--- src/rtl/mux_tree_pipe_if.sv ---
// Stream bundle for mux_tree_pipe: parallel input lanes plus selector in,
// one selected word out, valid/ready on both sides.
interface mux_tree_pipe_if #(
    parameter int WIDTH = 8,
    parameter int N_IN  = 64
);
    localparam int LEVELS = $clog2(N_IN);

    logic [N_IN*WIDTH-1:0] in_data;
    logic [LEVELS-1:0]     in_sel;
    logic                  in_valid;
    logic                  in_ready;
    logic [WIDTH-1:0]      out_data;
    logic [LEVELS-1:0]     out_sel;
    logic                  out_err;
    logic                  out_valid;
    logic                  out_ready;

    modport master (
        output in_data, in_sel, in_valid, out_ready,
        input  in_ready, out_data, out_sel, out_err, out_valid
    );

    modport slave (
        input  in_data, in_sel, in_valid, out_ready,
        output in_ready, out_data, out_sel, out_err, out_valid
    );
endinterface

--- src/rtl/mux_tree_pipe.sv ---
// N:1 word multiplexer built as a binary tree of 2:1 levels, with an optional
// register slice after each level and bubble-collapsing valid/ready flow control.
module mux_tree_pipe #(
    parameter int WIDTH    = 8,
    parameter int N_IN     = 64,
    parameter int PIPELINE = 1
) (
    input  logic           clk,
    input  logic           rst,
    mux_tree_pipe_if.slave bus
);
    localparam int LEVELS = $clog2(N_IN);
    localparam int STAGES = (PIPELINE != 0) ? LEVELS : 1;
    localparam int NP     = 1 << LEVELS;
    localparam int WW     = NP * WIDTH;
    localparam int LAST   = STAGES - 1;
    localparam int SW     = LEVELS + 1;

    // One tree level: word i of the result is word 2i or 2i+1 of the input.
    // The upper half of the result is unused and tied to zero.
    function automatic logic [WW-1:0] level_mux(input logic [WW-1:0] w, input logic s);
        logic [WW-1:0] r;
        r = '0;
        for (int i = 0; i < NP / 2; i++) begin
            r[i*WIDTH +: WIDTH] = s ? w[(2*i+1)*WIDTH +: WIDTH] : w[(2*i)*WIDTH +: WIDTH];
        end
        return r;
    endfunction

    function automatic logic sel_err(input logic [LEVELS-1:0] sel);
        return {1'b0, sel} >= SW'(N_IN);
    endfunction

    logic [WW-1:0]     in_pad;
    logic [WW-1:0]     tree_w  [LEVELS+1];

    logic [STAGES-1:0] stg_vld;
    logic [STAGES-1:0] stg_err;
    logic [STAGES-1:0] stg_load;
    logic [STAGES:0]   adv;
    logic [WW-1:0]     stg_w   [STAGES];
    logic [LEVELS-1:0] stg_sel [STAGES];

    logic [STAGES-1:0] up_vld;
    logic [STAGES-1:0] up_err;
    logic [WW-1:0]     up_w    [STAGES];
    logic [LEVELS-1:0] up_sel  [STAGES];

    // Pad inputs can never be selected without raising err, so zero is safe.
    always_comb begin
        in_pad = '0;
        in_pad[N_IN*WIDTH-1:0] = bus.in_data;
    end

    assign tree_w[0] = in_pad;

    // Tree levels: each registered level reads the previous stage's words and
    // the selector that travelled with them; otherwise it chains combinationally.
    for (genvar l = 0; l < LEVELS; l++) begin : g_lvl
        if (PIPELINE != 0 && l > 0) begin : g_reg
            assign tree_w[l+1] = level_mux(stg_w[l-1], stg_sel[l-1][l]);
        end else begin : g_comb
            assign tree_w[l+1] = level_mux(tree_w[l], bus.in_sel[l]);
        end
    end

    for (genvar s = 0; s < STAGES; s++) begin : g_up
        if (s == 0) begin : g_head
            assign up_vld[s] = bus.in_valid;
            assign up_sel[s] = bus.in_sel;
            assign up_err[s] = sel_err(bus.in_sel);
            assign up_w[s]   = tree_w[(PIPELINE != 0) ? 1 : LEVELS];
        end else begin : g_body
            assign up_vld[s] = stg_vld[s-1];
            assign up_sel[s] = stg_sel[s-1];
            assign up_err[s] = stg_err[s-1];
            assign up_w[s]   = tree_w[s+1];
        end
    end

    // A stage advances when it is empty or its successor advances; the
    // chain is driven only by register state and out_ready, never in_valid.
    always_comb begin
        adv         = '0;
        adv[STAGES] = bus.out_ready;
        for (int s = STAGES - 1; s >= 0; s--) begin
            adv[s] = !stg_vld[s] || adv[s+1];
        end
        stg_load = adv[STAGES-1:0];
    end

    assign bus.in_ready = stg_load[0];

    // Stage registers: valid bits reset; payload only captures real beats.
    always_ff @(posedge clk) begin
        if (rst) begin
            stg_vld <= '0;
        end else begin
            for (int s = 0; s < STAGES; s++) begin
                if (stg_load[s]) stg_vld[s] <= up_vld[s];
            end
        end
    end

    always_ff @(posedge clk) begin
        for (int s = 0; s < STAGES; s++) begin
            if (stg_load[s] && up_vld[s]) begin
                stg_w[s]   <= up_w[s];
                stg_sel[s] <= up_sel[s];
                stg_err[s] <= up_err[s];
            end
        end
    end

    // Output: payload is masked by valid so idle and reset cycles read as zero.
    assign bus.out_valid = stg_vld[LAST];
    assign bus.out_err   = stg_vld[LAST] && stg_err[LAST];
    assign bus.out_sel   = stg_vld[LAST] ? stg_sel[LAST] : '0;
    assign bus.out_data  = (stg_vld[LAST] && !stg_err[LAST]) ? stg_w[LAST][WIDTH-1:0] : '0;
endmodule

--- src/flat_wrapper.sv ---
// flat-port wrapper written by rule: the top's interface ports become plain ports
module mux_tree_pipe_flat 
#(
    parameter int WIDTH    = 8,
    parameter int N_IN     = 64,
    parameter int PIPELINE = 1
)
  (clk, rst, bus_in_data, bus_in_sel, bus_in_valid, bus_out_ready, bus_in_ready, bus_out_data, bus_out_sel, bus_out_err, bus_out_valid);
  mux_tree_pipe_if #(.WIDTH(WIDTH), .N_IN(N_IN)) bus_i ();
  input  logic clk;
  input  logic rst;
  input wire logic [$bits(bus_i.in_data)-1:0] bus_in_data;
  input wire logic [$bits(bus_i.in_sel)-1:0] bus_in_sel;
  input wire logic [$bits(bus_i.in_valid)-1:0] bus_in_valid;
  input wire logic [$bits(bus_i.out_ready)-1:0] bus_out_ready;
  output wire logic [$bits(bus_i.in_ready)-1:0] bus_in_ready;
  output wire logic [$bits(bus_i.out_data)-1:0] bus_out_data;
  output wire logic [$bits(bus_i.out_sel)-1:0] bus_out_sel;
  output wire logic [$bits(bus_i.out_err)-1:0] bus_out_err;
  output wire logic [$bits(bus_i.out_valid)-1:0] bus_out_valid;
  assign bus_i.in_data = bus_in_data;
  assign bus_i.in_sel = bus_in_sel;
  assign bus_i.in_valid = bus_in_valid;
  assign bus_i.out_ready = bus_out_ready;
  assign bus_in_ready = bus_i.in_ready;
  assign bus_out_data = bus_i.out_data;
  assign bus_out_sel = bus_i.out_sel;
  assign bus_out_err = bus_i.out_err;
  assign bus_out_valid = bus_i.out_valid;
  mux_tree_pipe #(.WIDTH(WIDTH), .N_IN(N_IN), .PIPELINE(PIPELINE)) u_core (.clk(clk), .rst(rst), .bus(bus_i));
endmodule
--- config.mk ---
export PLATFORM = sky130hd
export DESIGN_NAME = mux_tree_pipe_flat
export DESIGN_NICKNAME = d
export VERILOG_FILES = /design/src/rtl/mux_tree_pipe_if.sv /design/src/rtl/mux_tree_pipe.sv /design/src/flat_wrapper.sv
export SDC_FILE = /design/constraint.sdc
export NUM_CORES = 1
export LEC_CHECK = 0
export CORE_MARGIN = 2
export CORE_UTILIZATION = 50
export DETAILED_ROUTE_END_ITERATION = 6
export HOLD_SLACK_MARGIN = 0.15
export PLACE_DENSITY = 0.8
export SETUP_SLACK_MARGIN = 0.05
export SLEW_MARGIN = 40
export SYNTH_ARGS = -nofsm -noshare
export SYNTH_HDL_FRONTEND = slang
export SYNTH_SLANG_ARGS = --single-unit
--- constraint.sdc ---
create_clock -name clk -period 22.8 [get_ports clk]
set_input_delay 6.84 -clock clk [delete_from_list [all_inputs] [get_ports clk]]
set_output_delay 6.84 -clock clk [all_outputs]
set_load 0.01 [all_outputs]
==> results of run 1 <==
==> state kept, by name, summed over array words and instances, names as in the netlist <==
register / count
u_core.stg_w: 504
u_core.stg_vld: 6
u_core.stg_sel: 36
==> metal layers <==
layer  routed length (um)  global-route usage  vias up
met2                25300               0.356      378
met5                   13                   0        -
met3                 2420              0.0380       76
li1                     -                   -     5644
met1                18900               0.248     5778
met4                 1210              0.0644        2
==> cell type report <==
cell class	instances	area (um2)	area share
diodes	1	2.50	0.0000821
flip-flops and latches	546	16300	0.536
clock buffers	65	1410	0.0464
well taps	600	751	0.0246
repair buffers	553	5620	0.184
clock inverters	36	414	0.0136
multi-input cells	541	5940	0.195
inverters	4	15.0	0.000492
==> kinds of logic after synthesis <==
| family | Yosys count | share of synthesized area |
|---|---|---|
| AO/OA/AOI/OAI | 9 | 0.00258 |
| buffers and inverters | 62 | 0.0230 |
| flip-flops | 546 | 0.717 |
| multiplexers | 504 | 0.249 |
| other | 1 | 0.000165 |
| AND/OR/NAND/NOR | 27 | 0.00758 |
==> worst max-delay path, delay by kind of cell <==
kind	cells	cell delay, ns
buffers and inverters	2	1.03
AND/OR/NAND/NOR	2	0.31
==> per-stage QoR <==
stage               std cells  worst slack (ns)  utilization  hold slack (ns)
finish                   2346              7.78        0.675            0.413
floorplan                1149              2.22            -            0.400
global placement         2237              7.79        0.631            0.401
global route             2346              7.71        0.675            0.420
detailed placement       2240              7.77        0.633            0.405
CTS                      2341              7.76        0.673            0.417
==> where the power goes <==
part | internal [W] | total (W) | switching [W]
clock | 0.000535 | 0.000901 | 0.000366
combinational | 0.000144 | 0.000219 | 0.0000744
sequential | 0.00117 | 0.00119 | 0.0000142
==> cells in the final DEF, fill, tap and decap left out, types with 2 or more instances in the layout <==
cell type	n
clkinv_8	2
clkinv_1	11
clkbuf_16	55
clkinv_2	7
clkinvlp_4	4
bufinv_16	8
o21a_4	2
o31ai_1	2
clkinv_4	3
inv_1	4
mux2_1	2
clkdlybuf4s50_1	536
buf_12	4
mux2_2	502
nand2b_1	3
buf_16	2
and2_1	15
nand2_1	2
a21oi_1	3
buf_6	8
clkbuf_1	10
dfxtp_1	6
buf_4	2
edfxtp_1	540
==> worst paths after layout <==
path / endpoint / slack (ns) / cells past startpoint
setup / recovery: bus_in_ready / 7.78 / 4
hold / removal: u_core.stg_sel[3][1] / 0.41 / 0
setup reg to reg: u_core.stg_w[0][101] / 20.46 / 4
hold reg to reg: u_core.stg_sel[3][1] / 0.41 / 0
==> run_results.csv, run 1 <==
group,metric,value,unit
run,cap_violations,0,
synth,syn_inst,1149,
synth,async_reset_ff_frac,0,
clocking,post_cts_buffers,0,
timing,rsz0062_at_grt,"no",
floorplan,core_area,45200,um2
routing,routed_wl,47.8,mm
timing,clock-skew-final,0.0174,ns
clocking,clkTransAtPathRegs,0.06,ns
timing,clock.fmax,0.0666,GHz
layout,final_area,30500,um2
clocking,cts_root_buf,"clkbuf_16",
power,finalPower,0.00231,W
critical_path,crit_type,"input pin to output pin",
floorplan,rows,78,
synth,seq_area_frac_synth,0.717,
clocking,cts.sinks,546,
routing,num_vias,11900,
timing,hold_violations,0,
critical_path,startpoint_type,"input pin",
global_routing,grt_max_degree,117,
global_routing,grt_pass1_vias,12800,
clocking,cts_hold_buf,0,
layout,nNetsFinal,2222,
routing,wl_per_cell,20.4,um
synth,synth_top_cell_by_area,"edfxtp_1",
synth,avgSynthCellArea,19.8,um2
critical_path,required,15.96,ns
placed_design,dp_hpwl,33.5,mm
routing,drc,0,
floorplan,die_x,217,um
layout,area_growth,33.9,%
synth,syn-num-nets,1671,
timing,period_needed,15.02,ns
outcome,status,"complete, no violations",
routing,viasPerCell,5.06,
critical_path,path_cells,"clkdlybuf4s50_1 -> and3b_1 -> nand2_1 -> clkdlybuf4s50_1",
critical_path,cp_slowest_cell,"clkdlybuf4s50_1",
global_routing,grt_pass1_wl,71.4,mm
timing,fin_setup_tns,0,ns
power,p_leak,10.4,nW
clocking,clock_latency,0.59,ns
critical_path,cp.arrival,8.18,ns
routing,dr.pass1.iters,5,
hold_path,holdCritPathClass,"register to register",
floorplan,die_area,47300,um2
routing,ant_nets,0,
floorplan,ios,539,
synth,synth_edf_count,540,
critical_path,reg2reg_from,"u_core.stg_vld[5]",
floorplan,die_y,217,um
floorplan,initial_core_util,0.504,
clocking,postCtsResizedCells,0,
synth,synth.distinct_cells,22,
synth,yosysMostFrequentCell,"edfxtp_1",
synth,synth-seq-cells,546,
routing,drt_iter0_drc,686,
critical_path,worst_path_largest_cell_delay,0.52,ns
timing,max_slew_margin,0.463,
placed_design,gp_congestion,0.778,
power,vdd.ir_drop.worst,0.0641,mV
hold_path,worstHoldStart,"u_core.stg_sel[2][1]",
synth,synth_warnings,0,
layout,drive_gt1_frac,0.346,
placed_design,place_area,28600,um2
power,powerDensity,75.6,nW/um2
critical_path,end_kind,"output pin",
global_routing,grt_antenna_before_repair,2,
placed_design,io_buffers,537,
critical_path,cpMostUsedCell,"clkdlybuf4s50_1",
critical_path,cp_max_fo,4,
clocking,h-tree-depth,2,
global_routing,grt_usage,0.201,
synth,synthFlopType,"edfxtp_1",
synth,synthTopCellsByCount,"edfxtp_1, mux2_2, buf_6",
layout,num-fill-cells,2929,
clocking,clockBufferDepth,3,
synth,synth_area,22800,um2
synth,synthTopCellsByArea,"edfxtp_1, mux2_2, buf_6, buf_4, dfxtp_1",
global_routing,overflow,0,
timing,period_share,0.659,
timing,worst_pin_slew,0.805,ns
timing,setup_viol,0,
clocking,numCtsBuffers,54,
critical_path,critPathLaunch,"bus_out_ready",
timing,maxSlewViolCount,0,
synth,yosysTopAreaCellShare,0.712,
clocking,cts_tree,"yes",
No activity file was read; power rests on OpenSTA's default activity.
==> inputs of run 2 (changes only) <==
==> constraint.sdc (replaced) <==
create_clock -name clk -period 14.7 [get_ports clk]
set_input_delay 4.41 -clock clk [delete_from_list [all_inputs] [get_ports clk]]
set_output_delay 4.41 -clock clk [all_outputs]
set_load 0.01 [all_outputs]
==> run 2 against run 1 <==
  * Global-route usage shrank 0.18 points
  * Hold slack better by 0.0054 ns
  * Sequential power grew 55%
  * Die area did not move
  * Critical path depth unchanged
  * Register-to-register slack worse by 8.7 ns
  * Utilization fell by 0.39 points
  * Setup slack worse by 3.2 ns
  * Non-clock buffer count fell by 3
  * Cell count down 0.30%
  * Sequential share of layout area rose by 0.31 points
  * Combinational power up 53%
==> run_results.csv, run 2 (same netlist as run 1, synthesis figures left out) <==
group,metric,value,unit
outcome,status,"complete, no violations",
routing,drt_iter0_drc,627,
floorplan,initial_core_util,0.504,
routing,dr.pass1.iters,5,
timing,clock-skew-final,0.0245,ns
critical_path,end_kind,"output pin",
global_routing,grt_max_degree,105,
timing,clock.fmax,0.0986,GHz
global_routing,gr-usage-met2,0.366,
critical_path,r2r-end,"u_core.stg_w[0][176]",
layout,drive_gt1_frac,0.343,
critical_path,crit_type,"input pin to output pin",
routing,wl_per_cell,20.3,um
clocking,cts_hold_buf,0,
floorplan,core_area,45200,um2
floorplan,ios,539,
timing,setup_viol,0,
clocking,clkTransAtPathRegs,0.05,ns
routing,routed_wl,47.4,mm
timing,period_share,0.690,
layout,reg_top3,"u_core.stg_w x504, u_core.stg_sel x36, u_core.stg_vld x6",
critical_path,r2r_setup_slack,11.78,ns
layout,regMostFlops,"u_core.stg_w",
clocking,post_cts_buffers,0,
routing,viasPerCell,5.04,
critical_path,critPathLaunch,"bus_out_ready",
critical_path,endpoint,"bus_in_ready",
critical_path,cp.arrival,5.73,ns
global_routing,grt_pass1_wl,71.1,mm
clocking,cts.sinks,546,
layout,final_cell_mix,"edfxtp_1, clkdlybuf4s50_1, mux2_2, clkbuf_16, and2_1",
layout,area_growth,33.2,%
critical_path,reg2reg_depth,5,
critical_path,startpoint_type,"input pin",
run,cap_violations,0,
layout,largest_reg_flops,504,
floorplan,rows,78,
critical_path,cp_max_fo,4,
clocking,h-tree-depth,2,
placed_design,post-place-ws,4.57,ns
clocking,clock_latency,0.58,ns
clocking,cts_root_buf,"clkbuf_16",
placed_design,gp_congestion,0.765,
routing,ant_nets,0,
global_routing,grt_util_met3,0.0337,
clocking,cts_tree,"yes",
hold_path,holdCritPathClass,"register to register",
timing,period_needed,10.14,ns
timing,rsz0062_at_grt,"no",
global_routing,overflow,0,
routing,num_vias,11800,
floorplan,die_x,217,um
timing,fin_setup_tns,0,ns
global_routing,grt_pass1_vias,12800,
clocking,clockBufferDepth,3,
global_routing,grt_most_used_layer,"met2",
timing,worst_pin_slew,0.801,ns
global_routing,grt_antenna_before_repair,1,
clocking,postCtsResizedCells,0,
timing,maxSlewViolCount,0,
layout,nNetsFinal,2220,
floorplan,die_y,217,um
placed_design,place_area,28600,um2
placed_design,io_buffers,537,
critical_path,required,10.29,ns
global_routing,grt_usage,0.199,
layout,diodes,0,
layout,final_cells,2339,
timing,max_slew_margin,0.466,
critical_path,reg2reg_from,"u_core.stg_vld[5]",
clocking,numCtsBuffers,55,
placed_design,dpl.cell_count,2241,
power,powerDensity,115,nW/um2
power,vdd.ir_drop.worst,0.0902,mV
power,p_leak,10.3,nW
timing,fin_ws,4.56,ns
routing,drc,0,
layout,layout_commonest_cell,"edfxtp_1",
placed_design,dp_hpwl,33.5,mm
timing,hold_violations,0,
floorplan,die_area,47300,um2
global_routing,met1_usage,0.240,
hold_path,whs_path_depth,0,
layout,final_area,30300,um2
## run 2: cell type report
type                       instances  area (um2)
multi-input combinational        541        5940
clock inverter                    30         248
fill                            2971       14900
tap                              600         751
timing repair buffer             550        5560
inverter                           4        15.0
clock buffer                      68        1470
sequential                       546       16300
## run 2: worst max-delay path, cell delays in order
cell and delay [ns]:
clkdlybuf4s50_1 0.50, and3b_1 0.22, nand2_1 0.07, clkdlybuf4s50_1 0.52
## run 2: power by group
part           internal [W]  total, W  switching [W]  leakage, nW
clock              0.000774   0.00132       0.000547        0.839
combinational      0.000222  0.000335       0.000112         4.26
sequential          0.00182   0.00184      0.0000227         5.18
total               0.00281   0.00350       0.000682         10.3
## run 2: how the worst min path moves through the flow
stage	startpoint	end	slack, ns
detailed placement	u_core.stg_sel[4][2]	u_core.stg_sel[5][2]	0.40
floorplan	u_core.stg_sel[0][0]	u_core.stg_sel[1][0]	0.40
global route	u_core.stg_sel[1][1]	u_core.stg_sel[2][1]	0.42
global placement	u_core.stg_sel[1][1]	u_core.stg_sel[2][1]	0.40
finish	u_core.stg_sel[1][3]	u_core.stg_sel[2][3]	0.42
CTS	u_core.stg_sel[4][2]	u_core.stg_sel[5][2]	0.42
## run 2: metrics by stage
stage,hold slack [ns],utilization,power [W]
floorplan,0.400,-,0.00203
global placement,0.402,0.631,0.00220
detailed placement,0.405,0.633,0.00221
CTS,0.417,0.671,0.00353
global route,0.423,0.671,0.00362
finish,0.418,0.671,0.00350
## run 2: routing by layer
layer	vias up	wire (um)	part of all wire
met5	-	13	0.00027
met4	2	898	0.019
met3	67	2320	0.049
met2	353	25400	0.54
met1	5742	18800	0.40
li1	5622	-	-
